**src/rtl/operand_loader.sv**
```systemverilog
// operand_loader: gathers one x/dx/a/u operand frame from a valid/ready nibble
// stream into a private shadow buffer and checks that the frame is legal.
// It then replays the frame onto the solver datapath `in` bus. Each operand
// gets its own one-hot load strobe, and `start` pulses after the last one.
// Ports:
//   clk, reset_n                   clock, asynchronous active-low reset
//   in_data/in_valid/in_ready      operand nibble stream (order x, dx, a, u)
//   abort                          synchronous frame cancel, highest priority
//   dp_busy                        solver busy; holds a checked frame in WAIT
//   out_data                       datapath `in` bus, 0 when no strobe is high
//   load_x/load_dx/load_a/load_u   one-cycle load strobes
//   start                          one-cycle pulse after load_u
//   frame_err                      one-cycle pulse on a rejected frame
//   frame_cnt                      frames issued, wraps modulo 2^CNT_W
module operand_loader #(
  parameter int unsigned DATA_W = 4,
  parameter int unsigned CNT_W  = 8
) (
  input  logic              clk,
  input  logic              reset_n,
  input  logic [DATA_W-1:0] in_data,
  input  logic              in_valid,
  output logic              in_ready,
  input  logic              abort,
  input  logic              dp_busy,
  output logic [DATA_W-1:0] out_data,
  output logic              load_x,
  output logic              load_dx,
  output logic              load_a,
  output logic              load_u,
  output logic              start,
  output logic              frame_err,
  output logic [CNT_W-1:0]  frame_cnt
);

  localparam int unsigned NUM_OPS = 4;
  localparam int unsigned IDX_W   = 2;

  // Shadow slot indices, in stream order.
  localparam logic [IDX_W-1:0] SLOT_X  = IDX_W'(0);
  localparam logic [IDX_W-1:0] SLOT_DX = IDX_W'(1);
  localparam logic [IDX_W-1:0] SLOT_A  = IDX_W'(2);
  localparam logic [IDX_W-1:0] SLOT_U  = IDX_W'(3);

  typedef enum logic [2:0] {
    S_COLLECT,
    S_CHECK,
    S_WAIT,
    S_ISSUE,
    S_START
  } state_t;

  state_t                           state_q, state_d;
  logic [IDX_W-1:0]                 idx_q, idx_d;
  logic [NUM_OPS-1:0][DATA_W-1:0]   shadow_q, shadow_d;
  logic [NUM_OPS-1:0]               load_q, load_d;
  logic [DATA_W-1:0]                out_q, out_d;
  logic                             start_q, start_d;
  logic                             err_q, err_d;
  logic [CNT_W-1:0]                 cnt_q, cnt_d;
  logic                             run_q;
  logic                             accept;
  logic                             illegal;

  // Keeps in_ready low while reset is asserted and for the cycle in which it is released.
  always_ff @(posedge clk or negedge reset_n) begin
    if (!reset_n) run_q <= 1'b0;
    else          run_q <= 1'b1;
  end

  assign in_ready = run_q && (state_q == S_COLLECT) && !abort;
  assign accept   = in_valid && in_ready;
  assign illegal  = (shadow_q[SLOT_DX] == '0) || (shadow_q[SLOT_X] >= shadow_q[SLOT_A]);

  // Next-state logic. The registered outputs are decoded from the next state,
  // so each strobe lines up with the state it belongs to.
  always_comb begin
    state_d  = state_q;
    idx_d    = idx_q;
    shadow_d = shadow_q;
    cnt_d    = cnt_q;
    err_d    = 1'b0;
    load_d   = '0;
    out_d    = '0;
    start_d  = 1'b0;

    if (abort) begin
      state_d  = S_COLLECT;
      idx_d    = '0;
      shadow_d = '0;
    end else begin
      case (state_q)
        S_COLLECT: begin
          if (accept) begin
            shadow_d[idx_q] = in_data;
            idx_d           = idx_q + IDX_W'(1);
            if (idx_q == SLOT_U) state_d = S_CHECK;
          end
        end
        S_CHECK: begin
          idx_d = '0;
          if (illegal) begin
            err_d   = 1'b1;
            state_d = S_COLLECT;
          end else if (dp_busy) begin
            state_d = S_WAIT;
          end else begin
            state_d = S_ISSUE;
          end
        end
        S_WAIT: begin
          if (!dp_busy) begin
            state_d = S_ISSUE;
            idx_d   = '0;
          end
        end
        S_ISSUE: begin
          // dp_busy is intentionally ignored once replay has started.
          if (idx_q == SLOT_U) begin
            state_d = S_START;
            idx_d   = '0;
          end else begin
            idx_d = idx_q + IDX_W'(1);
          end
        end
        S_START: begin
          cnt_d   = cnt_q + CNT_W'(1);
          state_d = S_COLLECT;
          idx_d   = '0;
        end
        default: begin
          state_d = S_COLLECT;
          idx_d   = '0;
        end
      endcase
    end

    if (state_d == S_ISSUE) begin
      load_d[idx_d] = 1'b1;
      out_d         = shadow_d[idx_d];
    end
    start_d = (state_d == S_START);
  end

  // State and output registers.
  always_ff @(posedge clk or negedge reset_n) begin
    if (!reset_n) begin
      state_q  <= S_COLLECT;
      idx_q    <= '0;
      shadow_q <= '0;
      load_q   <= '0;
      out_q    <= '0;
      start_q  <= 1'b0;
      err_q    <= 1'b0;
      cnt_q    <= '0;
    end else begin
      state_q  <= state_d;
      idx_q    <= idx_d;
      shadow_q <= shadow_d;
      load_q   <= load_d;
      out_q    <= out_d;
      start_q  <= start_d;
      err_q    <= err_d;
      cnt_q    <= cnt_d;
    end
  end

  assign load_x    = load_q[SLOT_X];
  assign load_dx   = load_q[SLOT_DX];
  assign load_a    = load_q[SLOT_A];
  assign load_u    = load_q[SLOT_U];
  assign out_data  = out_q;
  assign start     = start_q;
  assign frame_err = err_q;
  assign frame_cnt = cnt_q;

endmodule

```
**config.mk**
```make
export PLATFORM = sky130hd
export DESIGN_NAME = operand_loader
export DESIGN_NICKNAME = d
export VERILOG_FILES = /design/src/rtl/operand_loader.sv
export SDC_FILE = /design/constraint.sdc
export NUM_CORES = 1
export LEC_CHECK = 0
export ABC_AREA = 1
export CAP_MARGIN = 30
export CORE_MARGIN = 8
export CORE_UTILIZATION = 50
export CTS_BUF_LIST = sky130_fd_sc_hd__clkbuf_16
export CTS_CLUSTER_SIZE = 12
export DETAILED_ROUTE_END_ITERATION = 10
export HOLD_SLACK_MARGIN = 0.06
export MAX_ROUTING_LAYER = met4
export PLACE_DENSITY = 0.76
export SLEW_MARGIN = 20
export SYNTH_ARGS = -nofsm -noshare
export SYNTH_HDL_FRONTEND = slang
export SYNTH_SLANG_ARGS = --single-unit
```
**constraint.sdc**
```tcl
create_clock -name clk -period 1.6 [get_ports clk]
set_input_delay 0.16 -clock clk [delete_from_list [all_inputs] [get_ports clk]]
set_output_delay 0.16 -clock clk [all_outputs]
set_load 0.1 [all_outputs]
```
---- Yosys cells after proc, flatten, opt, wreduce, memory -nomap -nowiden ----
Cells that the tools add are included.
word-level totals
  output and inout port bits .............. 19
  logic and storage cells ................. 65
  flip-flop bits (word level) ............. 40
operators by class
  bitwise gates (word level) .............. 1
  multiplexer cells ....................... 28
  reduce and logical (&&, ||, !) cells .... 10
  equal/unequal tests ..................... 7
  $add $sub $neg .......................... 2
  magnitude comparators ................... 5
operators with widths
  operator                                                    count
  2-to-1 mux 16 bit                                           3
  bitwise mux 16 bit                                          1
  2-to-1 mux 4 bit                                            4
  2-to-1 mux 3 bit                                            5
  one-hot mux 3 bit (4 select lines)                          1
  2-to-1 mux 2 bit                                            5
  == test 3 x 2 -> 1 bit, second input constant               3
  adder 8 x 1 -> 8 bit, second input constant                 1
  binary-select mux 4 bit (select 2 bit)                      1
  demux 4 bit (select 2 bit)                                  1
  == test 3 bit, second input constant                        2
  less-than comparator 2 x 3 -> 1 bit, second input constant  2
  one-hot mux 2 bit (3 select lines)                          1
  logical AND 1 bit                                           5
  2-to-1 mux 1 bit                                            5
  >= comparator 2 x 1 -> 1 bit, second input constant         2
  >= comparator 4 bit                                         1
  logical NOT 4 bit                                           1
  == test 3 x 1 -> 1 bit, second input constant               1
  logical NOT 3 bit                                           1
  adder 2 x 1 -> 2 bit, second input constant                 1
  demux 1 bit (select 2 bit)                                  1
  == test 2 bit, second input constant                        1
  AND reduction 2 bit                                         1
  3 further kinds                                             3

---- Longest topological paths before layout ----
Gate-level depths: netlist (run 1).
  depth in word-level cells ............... 12
  mapped depth ............................ 13

---- Least setup slack after synthesis (run 1) ----
No wires, ideal clock.
  path type ............................... reg-to-reg
  start ................................... register state_q[2]
  end ..................................... register out_q[0], in the netlist out_data[0]
  data arrival time ....................... 2.127 ns
  stages on the path, launching flop included .. 10
  buffers on the path ..................... 0
  path slack .............................. -0.608 ns
  setup time .............................. 0.080 ns
  cells stage by stage .................... dfrtp_1 > nor2_4 > nand2_2 > nor2_2 > nand3_1 > a21oi_1 > nand3_1 > nand2_1 > nand2_1 > a21oi_1
RTL lines
  element                 line  source
  start, declared         53    state_t state_q, state_d;
  start signal, assigned  157   state_q <= state_d;
  end signal, assigned    161   out_q <= out_d;
  end, declared           57    logic [DATA_W-1:0] out_q, out_d;

==> summary.md, run 1 <==
| Metric | Value |
|---|---|
| Status | `finished, violations left` |
| Failing checks | `setup timing` |
| Seq cells post-synth | `40` |
| Area growth syn-to-layout | `50.2%` |
| Comb pwr share | `0.139` |
| Row count | `24` |
| Fmax | `529 MHz` |
| Crit-path max FO | `8` |
| Peak supply drop | `0.598 mV` |
| Vias in the first global route | `2,279` |
| GRT Overall Usage | `0.210` |
| Worst EP arrival | `2.10 ns` |
| Antenna viol nets, final | `0` |
| MaxCap Viol Count | `0` |
| RSZ-0062 raised after global routing | `true` |
| PortBufs | `27` |
| Num ports | `28` |
| Clock Tree Buf Depth | `2` |
| Syn avg cell area | `7.82 um2` |
| Post-route cell area | `3330 um2` |
| Initial cell density of the core | `0.513` |
| 1st-iter DRT viols | `173` |
| Final setup violation count | `11` |
| Root buf cell | `clkbuf_16` |
| H-tree levels | `2` |
| CTS tree | `yes` |
| Die Footprint | `6830 um2` |
| Die width | `82.6 um` |
| Vias/cell | `5.57` |
| Pwr dens | `690 nW/um2` |
| Clock transition at path regs | `0.06 ns` |
| Remaining Overflow, GRT | `0` |
| Final core occ | `0.771` |
| Syn nets | `302` |
| Sequential-to-total area share from yosys stat | `0.451` |
| Global-route wire length before repair | `10.7 mm` |
| Initial antenna violation count | `0` |
| Lkg Pwr | `0.00155 uW` |
| Fill count | `279` |
| Switching power | `591 uW` |
| Placer congestion estimate | `0.928` |
| Synth cell types | `29` |
| Die height | `82.6 um` |
| Internal power | `1710 uW` |
| CP Capture Type | `flip-flop` |
| Yosys warns | `0` |
| Fin Setup TNS | `-2.60 ns` |
| CTS Buf Count | `5` |
| WL/cell | `16.1 um` |
| WS Path Type | `reg -> reg` |
| Ratio of cells with drive above 1 in the final layout | `0.325` |
| Seq pwr share | `0.456` |
| Clock Latency Late Sink | `0.28 ns` |
| DP Area | `3020 um2` |
| Min Hold Slack | `0.343 ns` |
| HP Class | `in -> async` |
| Nets | `374` |
| Diode count | `0` |
| Core region area | `4320 um2` |
| Tot Pwr | `2300 uW` |
| Clk sinks | `40` |
| Final hold violation count | `0` |
| Setup ws final | `-0.292 ns` |
| Final HPWL DP | `4.43 mm` |
| Cells after Synth | `284` |
| Remaining DRCs | `0` |
| Switch share | `0.257` |
| Clock network power share | `0.406` |
| Mapped Area | `2220 um2` |
| WP data required | `1.80 ns` |
| First-pass iteration count of the detailed router | `5` |
| Largest net degree at the start of global routing | `23` |
| Vias | `2,280` |
| Final wirelength | `6.59 mm` |
| Max-slew violations | `0` |
| Tmin final | `1.89 ns` |
| Fin Clk Skew | `0.00213 ns` |
| Tcrit/Tclk final | `1.18` |
| Critical path startpoint category | `flip-flop` |
## path summary, 6_finish.rpt
check	startpoint	endpoint	slack [ns]	cells after the start
max in group asynchronous	reset_n	state_q[0]	0.70	3
min in group clk	frame_cnt[7]	frame_cnt[7]	0.55	1
max	idx_q[1]	out_data[3]	-0.29	10
max reg2reg	idx_q[1]	out_data[3]	-0.29	10
min	reset_n	shadow_q[1]	0.34	2
min reg2reg	frame_cnt[7]	frame_cnt[7]	0.55	1
## power groups by stage
stage          Sequential, uW  Combinational (uW)  Clock (uW)
6_report                 1050                 319         933
2_1_floorplan            1100                 116           0
4_1_cts                  1050                 307         948
5_1_grt                  1050                 344         990
3_3_place_gp             1060                 290           0
3_5_place_dp             1060                 296           0
## cell type report
class / count / area [um2] / share of cell area
inverter: 32 / 120 / 0.0360
tap: 52 / 65.1 / 0.0195
timing repair buffer: 70 / 820 / 0.246
clock inverter: 3 / 11.3 / 0.00338
multi-input combinational: 207 / 1180 / 0.354
sequential: 40 / 1010 / 0.304
clock buffer: 5 / 125 / 0.0375
## flip-flops by register name (all words and copies together), names as in the netlist
name and flops:
frame_cnt 8, shadow_q 16, state_q 3, out_data 4, run_q 1, frame_err 1
idx_q 2, start 1, load_q 4
## per-layer routing
| metal | global-route usage | routed length (um) |
|---|---|---|
| met5 | - | 0 |
| met4 | 0.0793 | 134 |
| met3 | 0.0400 | 533 |
| met2 | 0.335 | 3180 |
| met1 | 0.259 | 2740 |
## cells in the mapped netlist
cell / number / share of area
inv_1: 29 / 0.049
nand3_1: 18 / 0.041
nand4_2: 1 / 0.0056
buf_6: 1 / 0.0051
conb_1: 1 / 0.0017
nor2_1: 13 / 0.022
buf_2: 1 / 0.0023
nor4_1: 2 / 0.0056
nand3_2: 1 / 0.0045
nor2_2: 3 / 0.0085
nor3_2: 1 / 0.0045
inv_2: 3 / 0.0051
nor2_4: 2 / 0.010
nand2_1: 100 / 0.17
o211ai_1: 1 / 0.0034
xor2_1: 5 / 0.020
a32oi_1: 1 / 0.0039
a21oi_2: 5 / 0.020
nor3_1: 3 / 0.0068
nand2_2: 3 / 0.0085
clkbuf_1: 2 / 0.0034
buf_4: 1 / 0.0034
dfrtp_1: 40 / 0.45
ha_1: 9 / 0.051
o21ai_0: 13 / 0.029
nand4_1: 3 / 0.0085
nor3_4: 1 / 0.0073
a21oi_1: 19 / 0.043
xnor2_1: 2 / 0.0079
## through the flow
stage	instances	worst slack, ns
floorplan	284	-0.252
global placement	395	-0.299
detailed placement	395	-0.369
CTS	407	-0.244
global route	409	-0.406
finish	409	-0.292
## cells by family (layout without fill, tap and decap cells)
| family | Yosys count | count (layout) | share of synthesized area |
|---|---|---|---|
| simple gates | 151 | 151 | 0.302 |
| flops | 40 | 40 | 0.451 |
| compound gates | 39 | 39 | 0.0992 |
| buf+inv | 37 | 110 | 0.0682 |
| fa+ha+maj | 9 | 9 | 0.0507 |
| xor+xnor | 7 | 7 | 0.0276 |
| other cells | 1 | 1 | 0.00169 |
## cells in the final DEF, fill, tap and decap left out, types with 5 or more instances in the layout
| cell | instances |
|---|---|
| nand3_1 | 15 |
| inv_1 | 26 |
| clkbuf_16 | 5 |
| buf_6 | 7 |
| o21ai_0 | 12 |
| a21oi_2 | 11 |
| xor2_1 | 5 |
| buf_4 | 34 |
| ha_1 | 5 |
| clkdlybuf4s50_1 | 7 |
| buf_12 | 20 |
| nor2_1 | 12 |
| nand2_1 | 98 |
| dfrtp_1 | 34 |
| a21oi_1 | 13 |
| inv_2 | 8 |
## repair_timing
| action | in CTS | in global routing |
|---|---|---|
| buffers inserted | 4 | 4 |
| resized for setup | 23 | 13 |
| hold buffers | 1 | 0 |
| setup endpoints to repair | 15 | 15 |
| hold endpoints to repair | 15 | 0 |
| pin swaps | 3 | 7 |
## worst max-delay path, stage by stage, from the launching register on
cell and delay (ns):
dfrtp_1 0.44, inv_1 0.13, ha_1 0.32, nand2_1 0.10, o21ai_0 0.10, nand2_1 0.08
a21oi_1 0.22, nand2_1 0.11, nand2_1 0.09, nand2_1 0.07, a21oi_2 0.15
(Power assumes the default switching activity.)
==> run 2: changes to the inputs <==
--- a/config.mk
+++ b/config.mk
@@ -6,7 +6,7 @@
 export NUM_CORES = 1
 export LEC_CHECK = 0
 export ABC_AREA = 1
-export CAP_MARGIN = 30
+export CAP_MARGIN = 20
 export CORE_MARGIN = 8
 export CORE_UTILIZATION = 50
 export CTS_BUF_LIST = sky130_fd_sc_hd__clkbuf_16
==> results of run 2 <==
Final layout, timing and power as in run 1 (identical DEF).
